<file path="config.mk">
export PLATFORM = sky130hd
export DESIGN_NAME = serial_adder
export DESIGN_NICKNAME = d
export VERILOG_FILES = /design/src/rtl/serial_adder.sv
export SDC_FILE = /design/constraint.sdc
export NUM_CORES = 1
export LEC_CHECK = 0
export ABC_AREA = 1
export BUFFER_PORTS_ARGS = -buffer_cell sky130_fd_sc_hd__buf_2
export CORE_MARGIN = 5
export CORE_UTILIZATION = 37
export CTS_BUF_LIST = sky130_fd_sc_hd__clkbuf_2 sky130_fd_sc_hd__clkbuf_4 sky130_fd_sc_hd__clkbuf_8
export DETAILED_ROUTE_END_ITERATION = 7
export HOLD_SLACK_MARGIN = 0.03
export SYNTH_ARGS = -nofsm -noshare
export SYNTH_HDL_FRONTEND = slang
export SYNTH_SLANG_ARGS = --single-unit
export TNS_END_PERCENT = 100
</file>
<file path="constraint.sdc">
create_clock -name clk -period 1.5 [get_ports clk]
set_input_delay 0.075 -clock clk [delete_from_list [all_inputs] [get_ports clk]]
set_output_delay 0.075 -clock clk [all_outputs]
set_load 0.1 [all_outputs]
</file>
<file path="src/rtl/serial_adder.sv">
// Bit-serial ripple adder: one full-adder cell plus a carry flop, LSB first, start/busy/done handshake.
// Define SERIAL_ADDER_SUB_EN to add the `sub` port (a - b via ~b and carry-in 1).
module serial_adder #(
  parameter int WIDTH = 8
) (
  input  logic             clk,
  input  logic             reset,
  input  logic             start,
  input  logic [WIDTH-1:0] a,
  input  logic [WIDTH-1:0] b,
  input  logic             c_in,
`ifdef SERIAL_ADDER_SUB_EN
  input  logic             sub,
`endif
  output logic             busy,
  output logic             done,
  output logic [WIDTH-1:0] sum,
  output logic             c_out,
  output logic             overflow
);

  localparam int CW = (WIDTH > 2) ? $clog2(WIDTH) : 1;

  typedef enum logic [1:0] {S_IDLE, S_RUN, S_DONE} state_t;

  state_t           r_state, w_next;
  logic [WIDTH-1:0] r_a, r_b, r_acc, r_sum;
  logic [CW-1:0]    r_cnt;
  logic             r_carry, r_cout, r_ovf;

  logic             w_accept, w_last, w_bit, w_maj, w_c_load;
  logic [WIDTH-1:0] w_b_load, w_acc_next;

  assign w_accept = start && (r_state == S_IDLE || r_state == S_DONE);
  assign w_last   = (r_state == S_RUN) && (r_cnt == CW'(WIDTH-1));

`ifdef SERIAL_ADDER_SUB_EN
  assign w_b_load = sub ? ~b : b;
  assign w_c_load = sub ? 1'b1 : c_in;
`else
  assign w_b_load = b;
  assign w_c_load = c_in;
`endif

  assign w_bit      = r_a[0] ^ r_b[0] ^ r_carry;
  assign w_maj      = (r_a[0] & r_b[0]) | (r_a[0] & r_carry) | (r_b[0] & r_carry);
  assign w_acc_next = WIDTH'({w_bit, r_acc} >> 1);

  always_ff @(posedge clk or posedge reset) begin
    if (reset) r_state <= S_IDLE;
    else       r_state <= w_next;
  end

  always_comb begin
    w_next = r_state;
    case (r_state)
      S_IDLE:  if (start) w_next = S_RUN;
      S_RUN:   if (w_last) w_next = S_DONE;
      S_DONE:  w_next = start ? S_RUN : S_IDLE;
      default: w_next = S_IDLE;
    endcase
  end

  always_comb begin
    busy = (r_state == S_RUN);
    done = (r_state == S_DONE);
  end

  // Visible result only moves at accept (clear) and at DONE entry; r_acc is the working copy.
  always_ff @(posedge clk or posedge reset) begin
    if (reset) begin
      r_a     <= '0;
      r_b     <= '0;
      r_acc   <= '0;
      r_sum   <= '0;
      r_cnt   <= '0;
      r_carry <= 1'b0;
      r_cout  <= 1'b0;
      r_ovf   <= 1'b0;
    end else if (w_accept) begin
      r_a     <= a;
      r_b     <= w_b_load;
      r_carry <= w_c_load;
      r_cnt   <= '0;
      r_acc   <= '0;
      r_sum   <= '0;
      r_cout  <= 1'b0;
      r_ovf   <= 1'b0;
    end else if (r_state == S_RUN) begin
      r_a     <= r_a >> 1;
      r_b     <= r_b >> 1;
      r_carry <= w_maj;
      r_acc   <= w_acc_next;
      r_cnt   <= r_cnt + CW'(1);
      if (w_last) begin
        r_sum  <= w_acc_next;
        r_cout <= w_maj;
        r_ovf  <= r_carry ^ w_maj;
      end
    end
  end

  assign sum      = r_sum;
  assign c_out    = r_cout;
  assign overflow = r_ovf;

endmodule

</file>
== Word-level counts from Yosys, hierarchy flattened ==
Index checks and enable logic that the tools add are counted.

* Bits in registers: 40
* Input port bits: 20
* Word-level logic and storage cells: 54

* Bitwise logic cells: 8
* Equality and inequality tests: 5
* $add $sub $neg: 1
* Reductions and logical operators: 8
* Mux-type cells: 23

{| class="wikitable"
|+ Operators by type and width
! operator !! number
|-
| 8-bit two-way mux || 9
|-
| 1-bit two-way mux || 9
|-
| 3-bit two-way mux || 2
|-
| 2-bit case mux with 3 select lines || 1
|-
| 2-bit two-way mux || 2
|-
| 2-bit AND reduction || 2
|-
| 2-bit nonzero test || 2
|-
| 3-bit by 1-bit adder with 3-bit output, second input constant || 1
|-
| 1-bit bitwise AND || 3
|-
| 3-bit equality test, second input constant || 1
|-
| 1-bit XOR || 3
|-
| 2-bit by 1-bit equality test with 1-bit output, second input constant || 1
|-
| 2-bit equality test, second input constant || 1
|-
| 1-bit logical AND || 2
|-
| 2-bit logical NOT || 1
|-
| 2-bit by 1-bit inequality test with 1-bit output, second input constant || 1
|-
| 2-bit inequality test, second input constant || 1
|-
| 1-bit OR || 2
|-
| 1-bit logical OR || 1
|}

== Depth between registers and ports, before layout ==
* Depth in word-level cells: 7
* Depth in mapped cells: 7

== Worst setup path after synthesis ==
No wires, ideal clock.

* Path type: register to output
* Start point: reg r_state[0]
* End point: out done
* Buffers on the path: 0
* Data arrival time: 1.691 ns
* Stages on the path, launching flop included: 2
* Slack: -0.266 ns
* Required time: 1.425 ns
* Cell sequence: dfrtp_1 > nor2_1

* Word-level cells in the longest chain between the ends: 1

{| class="wikitable"
|+ Ends and longest elaborated chain
! what !! line !! text
|-
| start: declaration || 26 || <nowiki>state_t r_state, w_next;</nowiki>
|-
| start signal: assignment || 51 || <nowiki>else r_state <= w_next;</nowiki>
|-
| 2-bit equality test || 66 || <nowiki>done = (r_state == S_DONE);</nowiki>
|-
| end: declaration || 16 || <nowiki>output logic done,</nowiki>
|}

Every way passes these cells.

== Final worst setup path ==
Ends and elaborated chain as after synthesis.

==> results.sh <==
export IMPL_status="finished, final reports clean"
export IMPL_muxShareOfSynthArea=0
export IMPL_worst_slew_pin_slew_ns=0.4898
export IMPL_clk_latency_ns=0.29
export IMPL_io_pins=32
export IMPL_synth_most_common_cell="nand2_1"
export IMPL_ys_warn_count=0
export IMPL_nets=286
export IMPL_synthTopCellsByCount="106 x nand2_1, 39 x dfrtp_1, 29 x inv_1"
export IMPL_dieWidth_um=79.54
export IMPL_fp_dieH_um=79.54
export IMPL_fmax_mhz=733.1
export IMPL_grt_pass1_vias=1403
export IMPL_final_util=0.4654
export IMPL_synth_edf_count=0
export IMPL_area_growth_syn_to_layout_pct=22.87
export IMPL_drv_cap=0
export IMPL_synth_cell_area_mm2=0.001789
export IMPL_grt_max_degree=40
export IMPL_synth_top_family_by_area="simple AND/OR/NAND/NOR gates"
export IMPL_p_per_area_mw_per_mm2=2391
export IMPL_vias=1446
export IMPL_cts_buffer_depth=2
export IMPL_fin_crit_ns=1.364
export IMPL_drtIter0Drc=54
export IMPL_setup_slack_ns=0.1360
export IMPL_instances_no_fill=331
export IMPL_maxSlewHeadroom=0.6735
export IMPL_core_mm2=0.004723
export IMPL_vdd_drop_max_mv=0.9972
export IMPL_drc_errors=0
export IMPL_ys_types=19
export IMPL_synth_async_reset_ratio=1.000
export IMPL_yosys_top_cells_area="dfrtp_1 55%, nand2_1 22%, inv_1 6.1%"
export IMPL_track_usage=0.1286
export IMPL_synthAdderAreaFrac=0.02517
export IMPL_htree_num_levels=2
export IMPL_synth_seq_area_share=0.5455
export IMPL_cp_arrival_ns=1.29
export IMPL_place_inst=320
export IMPL_setup_violations=0
export IMPL_postLayoutCellArea_mm2=0.002198
export IMPL_placed_cell_area_mm2=0.002041
export IMPL_clock_skew_ns=0.004813
export IMPL_antenna_found_initial=0
export IMPL_rows=25
export IMPL_drive_gt1_frac=0.2121
export IMPL_cpPeakStageDelay_ns=0.44
export IMPL_period_share=0.9094
export IMPL_ys_flop_type="dfrtp_1"
export IMPL_dp_hpwl_um=2363
export IMPL_yosys_area_share_simple=0.3035
export IMPL_cts_root_buf="clkbuf_8"
export IMPL_synth_cells=222
export IMPL_slew_violations=0
export IMPL_cts_setup_buffers=0
export IMPL_p_leak_nw=1.270
export IMPL_detail_route_first_pass_iterations=4
export IMPL_critPathSlowestCell="dfrtp_1"
export IMPL_startpoint_type="flip-flop"
export IMPL_synth_seq_cells=39
export IMPL_synth_compound_area_frac=0.02727
export IMPL_cts_tree="done"
export IMPL_vias_per_cell=4.369
export IMPL_path_cells="nor2_2, buf_2"
export IMPL_wirelength_um=3493
export IMPL_synth_top_area_frac=0.5455
export IMPL_syn_nets=245
export IMPL_hp_class="in -> reg"
export IMPL_diodes=0
export IMPL_cp_max_fo=4
export IMPL_routedWlPerCell_um=10.55
export IMPL_finalHoldViolCount=0
export IMPL_crit_path_end_kind="output pin"
export IMPL_cts_sinks=39
export IMPL_portBuffers=31
export IMPL_start_util=0.3788
export IMPL_cts_made_buffers=5
export IMPL_criticalPathCategory="reg -> out"
export IMPL_yosysTopAreaCell="dfrtp_1"
export IMPL_grt_pass1_wl_um=6368
export IMPL_rsz0062_at_grt="no"
export IMPL_clk_pin_slew_ns=0.08
export IMPL_overflow=0
export IMPL_drtAntennaViolNets=0
export IMPL_syn_avg_cell_area_um2=8.060
export IMPL_cp_required_ns=1.42
export IMPL_dieArea_mm2=0.006327
export IMPL_gp_congestion=0.7552
export IMPL_synthXorXnorAreaFrac=0
export IMPL_pre_cts_ws_ns=-0.1141
## flip-flops by register name, indices dropped and copies added (netlist names)
name and flops:
overflow 1, sum 8, r_acc 7, r_state 2
r_carry 1, r_a 8, r_b 8, r_cnt 3
c_out 1
## where the power goes
group | leakage [nW] | switching [mW] | internal [mW]
Clock | 0.0612 | 0.365 | 0.538
Combinational | 0.705 | 1.87 | 0.717
Sequential | 0.504 | 0.261 | 1.50
## critical path, delay by kind of cell, from the launching register on
kind | cells | cell delay [ns]
buf+inv | 1 | 0.43
flops | 1 | 0.44
simple gates | 1 | 0.13
## worst paths after layout
| check | start | endpoint | slack, ns | cells after the start |
|---|---|---|---|---|
| worst max-delay path | r_state[0] | done | 0.14 | 2 |
| worst min-delay path | b[5] | r_b[5] | 0.05 | 5 |
| worst max register to register | r_cnt[0] | overflow | 0.19 | 6 |
| worst min register to register | r_acc[4] | sum[3] | 0.48 | 2 |
| max in group asynchronous | reset | r_b[2] | 0.72 | 4 |
| min in group asynchronous | reset | r_a[7] | 0.44 | 4 |
## metrics by stage
step,hold slack (ns),total power [mW],setup TNS (ns)
global route,0.06915,5.690,0
finish,0.04850,5.256,0
CTS,0.04182,5.321,0
floorplan,0.1916,3.854,0
global placement,0.2223,4.344,-0.1557
detailed placement,0.2262,4.384,-0.7790
## layout by cell type (no fill, tap or decap), types with 6 or more instances in the layout
master | netlist | final
buf_2 | 1 | 30
inv_1 | 29 | 29
nand3_1 | 17 | 17
buf_4 | 4 | 7
nand2_1 | 106 | 105
dfrtp_1 | 39 | 39
clkbuf_8 | 0 | 6
## timing repair
action                                 4_1_cts  5_1_grt
setup endpoints to repair                   11       10
endpoints found under the hold margin       41        0
hold buffers                                 3        0
cloned                                       0        0
gates resized for setup                      1        2
## cell type report
class | instances | area, um^2
Clock buffer | 6 | 82.58
Clock inverter | 2 | 35.03
Fill cell | 492 | 2525
Inverter | 31 | 118.9
Multi-Input combinational cell | 145 | 649.4
Sequential cell | 39 | 975.9
Tap cell | 67 | 83.83
Timing Repair Buffer | 41 | 252.7
## logic make-up after synthesis
logic type	Yosys count
AO/OA/AOI/OAI	9
adder cells (fa/ha/maj)	3
buffers and inverters	38
flip-flops	39
AND/OR/NAND/NOR	133
## per-layer routing
| metal | wire (um) | vias to the layer above | track usage |
|---|---|---|---|
| met2 | 1688 | 29 | 0.2104 |
| met4 | 31 | 0 | 0.04639 |
| met3 | 183 | 5 | 0.04063 |
| met5 | 0 | - | 0 |
| li1 | - | 743 | - |
| met1 | 1589 | 669 | 0.1589 |
(Power assumes the default switching activity.)
